===== config.mk =====
export PLATFORM = sky130hd
export DESIGN_NAME = mc_controller
export DESIGN_NICKNAME = d
export VERILOG_FILES = /design/src/rtl/mc_pkg.sv /design/src/rtl/alu_op_decoder.sv /design/src/rtl/mc_controller.sv
export SDC_FILE = /design/constraint.sdc
export NUM_CORES = 1
export LEC_CHECK = 0
export CAP_MARGIN = 20
export CORE_UTILIZATION = 37
export DETAILED_ROUTE_END_ITERATION = 10
export GPL_ROUTABILITY_DRIVEN = 0
export PLACE_DENSITY = 0.88
export SYNTH_ARGS = -nofsm -noshare
export SYNTH_HDL_FRONTEND = slang
export SYNTH_SLANG_ARGS = --single-unit

===== constraint.sdc =====
create_clock -name clk -period 2 [get_ports clk]
set_input_delay 0.6 -clock clk [delete_from_list [all_inputs] [get_ports clk]]
set_output_delay 0.6 -clock clk [all_outputs]
set_load 0.005 [all_outputs]

===== src/rtl/mc_pkg.sv =====
// Shared definitions for the multi-cycle RV32I control sequencer.
// Holds the FSM state enum, the opcode constants and the encodings of every
// datapath select and of the ALU operation field.
package mc_pkg;

    localparam int unsigned STATE_W = 4;
    localparam int unsigned OP_W    = 7;
    localparam int unsigned SEL_W   = 2;
    localparam int unsigned ALUC_W  = 3;

    typedef enum logic [STATE_W-1:0] {
        FETCH, DECODE, MEMADR, MEMREAD, MEMWB, MEMWRITE,
        EXECR, EXECI, ALUWB, BEQ, JAL, TRAP
    } state_t;

    // Which operation the FSM asks of the ALU decoder
    typedef enum logic [1:0] {
        ALUOP_ADD   = 2'b00,
        ALUOP_SUB   = 2'b01,
        ALUOP_FUNCT = 2'b10
    } aluop_t;

    localparam logic [OP_W-1:0] OP_LW    = 7'b0000011;
    localparam logic [OP_W-1:0] OP_SW    = 7'b0100011;
    localparam logic [OP_W-1:0] OP_RTYPE = 7'b0110011;
    localparam logic [OP_W-1:0] OP_ITYPE = 7'b0010011;
    localparam logic [OP_W-1:0] OP_BEQ   = 7'b1100011;
    localparam logic [OP_W-1:0] OP_JAL   = 7'b1101111;

    localparam logic [ALUC_W-1:0] ALU_ADD = 3'b000;
    localparam logic [ALUC_W-1:0] ALU_SUB = 3'b001;
    localparam logic [ALUC_W-1:0] ALU_AND = 3'b010;
    localparam logic [ALUC_W-1:0] ALU_OR  = 3'b011;
    localparam logic [ALUC_W-1:0] ALU_SLT = 3'b101;

    localparam logic [SEL_W-1:0] IMM_I = 2'b00;
    localparam logic [SEL_W-1:0] IMM_S = 2'b01;
    localparam logic [SEL_W-1:0] IMM_B = 2'b10;
    localparam logic [SEL_W-1:0] IMM_J = 2'b11;

    localparam logic [SEL_W-1:0] RES_ALUOUT    = 2'b00;
    localparam logic [SEL_W-1:0] RES_DATA      = 2'b01;
    localparam logic [SEL_W-1:0] RES_ALURESULT = 2'b10;

    localparam logic [SEL_W-1:0] SRCA_PC    = 2'b00;
    localparam logic [SEL_W-1:0] SRCA_OLDPC = 2'b01;
    localparam logic [SEL_W-1:0] SRCA_RS1   = 2'b10;

    localparam logic [SEL_W-1:0] SRCB_RS2  = 2'b00;
    localparam logic [SEL_W-1:0] SRCB_IMM  = 2'b01;
    localparam logic [SEL_W-1:0] SRCB_FOUR = 2'b10;

endpackage


===== src/rtl/alu_op_decoder.sv =====
// ALU operation decoder.
// Ports: aluop (add/sub/funct request from the FSM), op5 (opcode bit 5,
// distinguishes R-type from I-type), func3, func7 (instr[30]) ->
// alu_control (3-bit ALU operation).
module alu_op_decoder
    import mc_pkg::*;
(
    input  aluop_t              aluop,
    input  logic                op5,
    input  logic [2:0]          func3,
    input  logic                func7,
    output logic [ALUC_W-1:0]   alu_control
);

    always_comb begin
        alu_control = ALU_ADD;
        case (aluop)
            ALUOP_SUB: alu_control = ALU_SUB;
            ALUOP_FUNCT: begin
                case (func3)
                    // instr[30] is an immediate bit for I-type, so only R-type may subtract
                    3'b000:  alu_control = (op5 && func7) ? ALU_SUB : ALU_ADD;
                    3'b010:  alu_control = ALU_SLT;
                    3'b110:  alu_control = ALU_OR;
                    3'b111:  alu_control = ALU_AND;
                    default: alu_control = ALU_ADD;
                endcase
            end
            default: alu_control = ALU_ADD;
        endcase
    end

endmodule


===== src/rtl/mc_controller.sv =====
// Multi-cycle control sequencer (Moore FSM) for the RV32I subset core.
// Inputs: clk, reset (async, active-high), opcode/func3/func7 from the
// instruction register, zero flag, mem_ready handshake.
// Outputs (combinational): write strobes PCWrite/IRWrite/RegWrite/MemWrite,
// selects AdrSrc/ResultSrc/ALUSrcA/ALUSrcB/ImmSrc, ALUControl, instr_done
// pulse in each instruction's final cycle, trap while halted.
module mc_controller
    import mc_pkg::*;
(
    input  logic                clk,
    input  logic                reset,
    input  logic [OP_W-1:0]     opcode,
    input  logic [2:0]          func3,
    input  logic                func7,
    input  logic                zero,
    input  logic                mem_ready,
    output logic                PCWrite,
    output logic                IRWrite,
    output logic                RegWrite,
    output logic                MemWrite,
    output logic                AdrSrc,
    output logic [SEL_W-1:0]    ResultSrc,
    output logic [SEL_W-1:0]    ALUSrcA,
    output logic [SEL_W-1:0]    ALUSrcB,
    output logic [SEL_W-1:0]    ImmSrc,
    output logic [ALUC_W-1:0]   ALUControl,
    output logic                instr_done,
    output logic                trap
);

    state_t state, state_next;
    aluop_t aluop;
    logic   pc_wr, ir_wr, reg_wr, mem_wr, done, in_trap;

    // State register
    always_ff @(posedge clk or posedge reset) begin
        if (reset) state <= FETCH;
        else       state <= state_next;
    end

    // Next-state and per-state outputs
    always_comb begin
        state_next = state;
        aluop      = ALUOP_ADD;
        pc_wr      = 1'b0;
        ir_wr      = 1'b0;
        reg_wr     = 1'b0;
        mem_wr     = 1'b0;
        done       = 1'b0;
        in_trap    = 1'b0;
        AdrSrc     = 1'b0;
        ResultSrc  = RES_ALUOUT;
        ALUSrcA    = SRCA_PC;
        ALUSrcB    = SRCB_RS2;
        case (state)
            FETCH: begin
                ALUSrcB   = SRCB_FOUR;
                ResultSrc = RES_ALURESULT;
                ir_wr     = mem_ready;
                pc_wr     = mem_ready;
                if (mem_ready) state_next = DECODE;
            end
            DECODE: begin
                // Speculatively form the branch/jump target from OldPC + imm
                ALUSrcA = SRCA_OLDPC;
                ALUSrcB = SRCB_IMM;
                case (opcode)
                    OP_LW, OP_SW: state_next = MEMADR;
                    OP_RTYPE:     state_next = EXECR;
                    OP_ITYPE:     state_next = EXECI;
                    OP_BEQ:       state_next = BEQ;
                    OP_JAL:       state_next = JAL;
                    default:      state_next = TRAP;
                endcase
            end
            MEMADR: begin
                ALUSrcA    = SRCA_RS1;
                ALUSrcB    = SRCB_IMM;
                state_next = (opcode == OP_LW) ? MEMREAD : MEMWRITE;
            end
            MEMREAD: begin
                AdrSrc = 1'b1;
                if (mem_ready) state_next = MEMWB;
            end
            MEMWRITE: begin
                AdrSrc = 1'b1;
                mem_wr = 1'b1;
                done   = mem_ready;
                if (mem_ready) state_next = FETCH;
            end
            MEMWB: begin
                ResultSrc  = RES_DATA;
                reg_wr     = 1'b1;
                done       = 1'b1;
                state_next = FETCH;
            end
            EXECR: begin
                ALUSrcA    = SRCA_RS1;
                ALUSrcB    = SRCB_RS2;
                aluop      = ALUOP_FUNCT;
                state_next = ALUWB;
            end
            EXECI: begin
                ALUSrcA    = SRCA_RS1;
                ALUSrcB    = SRCB_IMM;
                aluop      = ALUOP_FUNCT;
                state_next = ALUWB;
            end
            ALUWB: begin
                reg_wr     = 1'b1;
                done       = 1'b1;
                state_next = FETCH;
            end
            BEQ: begin
                ALUSrcA    = SRCA_RS1;
                ALUSrcB    = SRCB_RS2;
                aluop      = ALUOP_SUB;
                pc_wr      = zero;
                done       = 1'b1;
                state_next = FETCH;
            end
            JAL: begin
                // ALU forms the link value OldPC + 4; PC takes the target held in ALUOut
                ALUSrcA    = SRCA_OLDPC;
                ALUSrcB    = SRCB_FOUR;
                pc_wr      = 1'b1;
                state_next = ALUWB;
            end
            TRAP: begin
                in_trap = 1'b1;
            end
            default: state_next = TRAP;
        endcase
    end

    // Immediate format follows the opcode directly
    always_comb begin
        ImmSrc = IMM_I;
        case (opcode)
            OP_SW:   ImmSrc = IMM_S;
            OP_BEQ:  ImmSrc = IMM_B;
            OP_JAL:  ImmSrc = IMM_J;
            default: ImmSrc = IMM_I;
        endcase
    end

    alu_op_decoder u_alu_op_decoder (
        .aluop       (aluop),
        .op5         (opcode[5]),
        .func3       (func3),
        .func7       (func7),
        .alu_control (ALUControl)
    );

    // No strobe may fire while reset is held, even with mem_ready high
    assign PCWrite    = pc_wr   & ~reset;
    assign IRWrite    = ir_wr   & ~reset;
    assign RegWrite   = reg_wr  & ~reset;
    assign MemWrite   = mem_wr  & ~reset;
    assign instr_done = done    & ~reset;
    assign trap       = in_trap & ~reset;

endmodule


=== Word level (Yosys, flattened, before mapping) ===
Index checks and enable logic that the tools add are counted.
W data, S select, Z words.

* Reduce and logical (&&, ||, !) cells: 14
* Multiplexer cells: 21
* Eq/ne operators: 25
* Bitwise operators: 8

{| class="wikitable"
|+ Operators with widths
! operator !! number
|-
| $pmux W4 S8 || 1
|-
| $pmux W4 S5 || 1
|-
| $eq A4 B3 Y1 const B || 4
|-
| $eq A4 B4 Y1 const B || 4
|-
| $pmux W2 S2 || 4
|-
| $eq A7 B6 Y1 const B || 2
|-
| $eq A7 B7 Y1 const B || 2
|-
| $mux W4 || 3
|-
| $pmux W3 S4 || 1
|-
| $reduce_or A2 Y1 || 6
|-
| $reduce_or A3 Y1 || 3
|-
| $eq A4 B2 Y1 const B || 2
|-
| $eq A7 B2 Y1 const B || 1
|-
| $eq A7 B5 Y1 const B || 1
|-
| $and A1 B1 Y1 || 6
|-
| $eq A3 B3 Y1 const B || 2
|-
| $mux W1 || 6
|-
| $ne A2 B2 Y1 const B || 3
|-
| $pmux W2 S3 || 1
|-
| $pmux W3 S2 || 1
|-
| $eq A4 B1 Y1 const B || 1
|-
| $logic_not A4 Y1 || 1
|-
| $reduce_and A4 Y1 || 1
|-
| $reduce_or A4 Y1 || 1
|-
| 9 further kinds || 10
|}

* Output and inout bits: 18
* Flip-flop bits (word level): 4
* Word-level logic and storage cells: 69
* Bits of input ports: 15

=== Depth between registers and ports, before layout ===
* Depth in word-level cells: 5
* Depth in mapped cells: 7
* Mapped depth without buffers: 6

=== Modules after synthesis ===
A second synthesis with hierarchy kept.

* Cells, all modules: 105
* Area total of the unflattened synthesis: 744.5 sq um

{| class="wikitable"
|+ Modules (own cells, without submodules)
! module !! seq. area each (sq um) !! times used !! cells each !! area each (sq um)
|-
| mc_controller || 100.1 || 1 || 94 || 648.1
|-
| alu_op_decoder || 0.0 || 1 || 11 || 96.3
|}

=== Least setup slack after synthesis ===
Ideal clock, no wire load.

* Path kind: register to output
* Start point: register state[3]
* End point: output port ALUControl[2]
* Required time: 1400 ps
* Arrival time: 1652 ps
* Slack: -252 ps
* Cell stages (with the launch flop): 6
* Path buffers: 2
* Cell sequence: dfrtp_1 clkbuf_1 clkbuf_1 nand3_1 ha_1 nor4_1

* Longest elaborated chain between the ends: 5
* Elaborated cells on any way between the ends: 8
* Classes of those cells: eq/ne (5); mux (2); reduce/logical (1)

{| class="wikitable"
|+ Ends and longest elaborated chain
! item !! RTL line !! text
|-
| from (decl) || mc_controller.sv:31 || <nowiki>state_t state, state_next;</nowiki>
|-
| from (signal assigned) || mc_controller.sv:38 || <nowiki>else state <= state_next;</nowiki>
|-
| $eq A4 B3 Y1 || mc_controller.sv:55 || <nowiki>case (state)</nowiki>
|-
| $reduce_or A2 Y1 (no source line) || -- ||
|-
| $pmux W2 S2 (*) || mc_controller.sv:55 ||
|-
| $eq A2 B2 Y1 or $eq A2 B1 Y1 (tied branches) || alu_op_decoder.sv:17 || <nowiki>case (aluop)</nowiki>
|-
| $pmux W3 S2 (*) || alu_op_decoder.sv:17 ||
|-
| to (decl) || mc_controller.sv:26 || <nowiki>output logic [ALUC_W-1:0] ALUControl,</nowiki>
|}

Mark *: on every way between the ends. The rest lies on a longest branch, timed or not.

=== Worst setup path in the final report ===
* Start point: register state[3]
* End point: output port PCWrite

* Longest elaborated chain between the ends: 3
* Elaborated cells on any way between the ends: 5
* Classes of those cells: eq/ne (2); mux (1); bitwise (1); reduce/logical (1)

{| class="wikitable"
|+ Ends and longest elaborated chain
! item !! RTL line !! text
|-
| $eq A4 B4 Y1 or $logic_not A4 Y1 (tied branches) || mc_controller.sv:55 ||
|-
| $pmux W1 S3 (*) || mc_controller.sv:55 ||
|-
| $and A1 B1 Y1 (*) || mc_controller.sv:156 || <nowiki>assign PCWrite = pc_wr & ~reset;</nowiki>
|-
| to (decl) || mc_controller.sv:17 || <nowiki>output logic PCWrite,</nowiki>
|}

Marked as above.

==> qor.csv <==
stage,metric,value,unit
floorplan,Die Area,2140,sq um
cts,H-tree depth,1,
floorplan,die width,46.3,um
final_layout,n_diodes,0,
final_layout,share of layout cells above drive strength 1,0.660,
place,Post-DP HPWL,1960,um
setup_path,Reg2Reg Setup Slack,-0.12,ns
setup_path,Critical Path RT,1.40,ns
global_route,first-pass GRT wire length,6210,um
place,I/O Buffers,32,
yosys,Post-Syn Instances,108,
power_and_ir_drop,leakage power,0.825,nW
yosys,synth warn,0,
yosys,Mapped Area,726,sq um
final_layout,max FFs per register,4,
final_layout,NumNets Final,210,
place,Placed Cells incl. Taps,186,
timing,FMAX,409,MHz
cts,CTS buffer count,3,
setup_path,reg2reg start,state[2],
final_layout,most frequent cells in the layout,"buf_4, buf_6, buf_2, inv_1, nor2_1",
timing,slew margin rel.,0.718,
place,pre-CTS setup slack,-0.976,ns
cts,CTS max path bufs,2,
global_route,antenna violations before repair,0,
setup_path,Critical Path Source Type,flip-flop,
power_and_ir_drop,PD cells,1520,nW/um^2
setup_path,FF-to-FF End,state[2],
timing,RSZ-0062 raised after global routing,yes,
timing,Final Hold Fails,0,
drt,vias per cell,6.99,
timing,setup violators final,18,
worst_hold_path,hold crit path type,primary input to asynchronous set/reset pin,
setup_path,Setup Crit Path Kind,flip-flop to primary output,
floorplan,Std-Cell Rows,15,
power_and_ir_drop,total power,0.00261,W
flow_run,Max Cap Violations,0,
timing,skew final,0.00666,ns
yosys,Synth Area per Inst,6.72,sq um
final_layout,"non-filler cells, final",216,
timing,setup ws final,-0.447,ns
floorplan,I/O Pins,33,
status,outcome,"finished, violations left",
yosys,Netlist cell types,39,
final_layout,Top reg by flops,state,
cts,"Reg clk slew, reported paths",0.05,ns
setup_path,slowest CP cell,dfrtp_2,
setup_path,crit end category,primary output,
yosys,Post-Synthesis Net Count,125,
yosys,sequential element share of the synthesized area,0.138,
yosys,"top cells by area, synth","dfrtp_1, a21oi_1, nor2_1",
drt,routed vias,1510,
global_route,Overflow after GRT,0,
timing,worst slew pin tran,0.419,ns
setup_path,Arrival @ worst endpoint,1.85,ns
setup_path,critical path peak fanout,3,
drt,1st-iter DRT viols,145,
global_route,largest net degree at the start of global routing,18,
global_route,All-Layer GR Usage,0.425,
yosys,Yosys top cell area share,0.138,
yosys,Post-synth EDFFs,0,
final_layout,filler cell count,38,
power_and_ir_drop,worst vdd ir,1.08,mV
setup_path,Worst path max stage delay,0.45,ns
cts,CTS tree,built,
status,failing checks,negative setup slack,
final_layout,synthesis-to-layout area growth,136,%
timing,Final Cycle Share,1.22,
yosys,Yosys reg bits,4,
cts,CTS Root Cell,clkbuf_4,
setup_path,"critical path, cell by cell",buf_6 > or3b_4 > a21oi_2 > a41oi_1 > nor3_1 > buf_2,
cts,hold_buf cts,0,
drt,1st-pass router iterations,5,
yosys,asr flop ratio synth,1.00,
global_route,vias in the first global route,1311,
place,Placed Area,1260,sq um
cts,worst skew pair latency,0.26,ns
timing,Pins Over Slew Limit,0,
drt,Residual DRC,0,
floorplan,Die Ht,46.3,um
final_layout,"commonest non-fill, non-tap cell in the layout",buf_4,
floorplan,initial core utilization,0.407,
drt,ANT nets after route,0,
final_layout,Largest regs,state x4,
timing,crit path time final,2.45,ns
yosys,Synth Flop Type,dfrtp_1,
drt,DR WL/cell,25.5,um
drt,Post-Route WL,5510,um
cts,# clock sinks,4,
setup_path,Register-to-Register Path Depth,7,
floorplan,Core ar.,1780,sq um
final_layout,cell area after layout,1710,sq um
yosys,"area leader, netlist",dfrtp_1,
## kinds of logic (layout without fill, tap and decap cells)
| logic type | count (synthesis) | in the layout | share of synthesized area |
|---|---|---|---|
| AOI/OAI and AO/OA | 29 | 29 | 0.288 |
| xor gates and xnor gates | 2 | 2 | 0.0241 |
| adders and majority gates | 2 | 2 | 0.0345 |
| buffers and inverters | 18 | 101 | 0.105 |
| DFF | 4 | 4 | 0.138 |
| muxes | 1 | 1 | 0.0155 |
| and+or+nand+nor | 52 | 52 | 0.395 |
## cells in the mapped netlist, types with 2 or more instances
cell	count
dfrtp_1	4
nor2b_1	4
nand3_1	3
nor3_1	4
a31o_2	2
or3_1	2
a21oi_1	10
nor2_1	12
nand2b_1	3
nand2_1	9
ha_1	2
o22ai_1	4
o21bai_1	2
inv_1	10
a31oi_1	2
nor3b_1	5
clkbuf_1	6
nor4_1	3
## through the flow
stage | hold slack [ns] | setup TNS [ns] | util
after CTS | 0.572 | -1.61 | 0.844
after floorplan | 0.371 | 0 | -
final | 0.613 | -2.64 | 0.961
after global placement | 0.799 | -7.91 | 0.708
after global routing | 0.617 | -3.36 | 0.961
after detailed placement | 0.824 | -8.38 | 0.708
## per-layer routing
metal  up-vias  global-route usage  routed length (um)
li1        559                   -                   -
met1       650               0.378                1750
met5         -                   0                   0
met2       198               0.735                2330
met3       103               0.161                 661
met4         0               0.382                 771
## worst max-delay path by stage
stage	from	to	cells after the start
after floorplan	mem_ready	PCWrite	4
after global placement	mem_ready	PCWrite	6
after detailed placement	mem_ready	PCWrite	6
after CTS	state[3]	ALUControl[2]	6
after global routing	state[1]	PCWrite	6
final	state[3]	PCWrite	6
## final cells by class
type                            count  area [sq um]  share of cell area
Tap cell                           25          31.3              0.0183
Multi-Input combinational cell     86           767               0.448
Sequential cell                     4           101              0.0592
Timing Repair Buffer               88           753               0.440
Inverter                           10          37.5              0.0219
Clock buffer                        3          22.5              0.0131
## critical path: cells and delay by family (launching register included)
family / cells / cell delay (ns)
buffers and inverters: 2 / 0.31
AND/OR/NAND/NOR: 2 / 0.64
AO/OA/AOI/OAI: 2 / 0.19
flip-flops: 1 / 0.45
## power by group
group,internal [W],switching [W]
Clock,0.0000682,0.0000486
Combinational,0.00119,0.00113
Sequential,0.000122,0.0000547
Total,0.00138,0.00123
## timing repair
item | in CTS | in global routing
hold endpoints to repair | 0 | 0
setup buffers | 12 | 15
pin swaps | 20 | 14
gates resized for setup | 138 | 35
gates cloned | 1 | 1
setup endpoints to repair | 20 | 19
(Power assumes the default switching activity.)
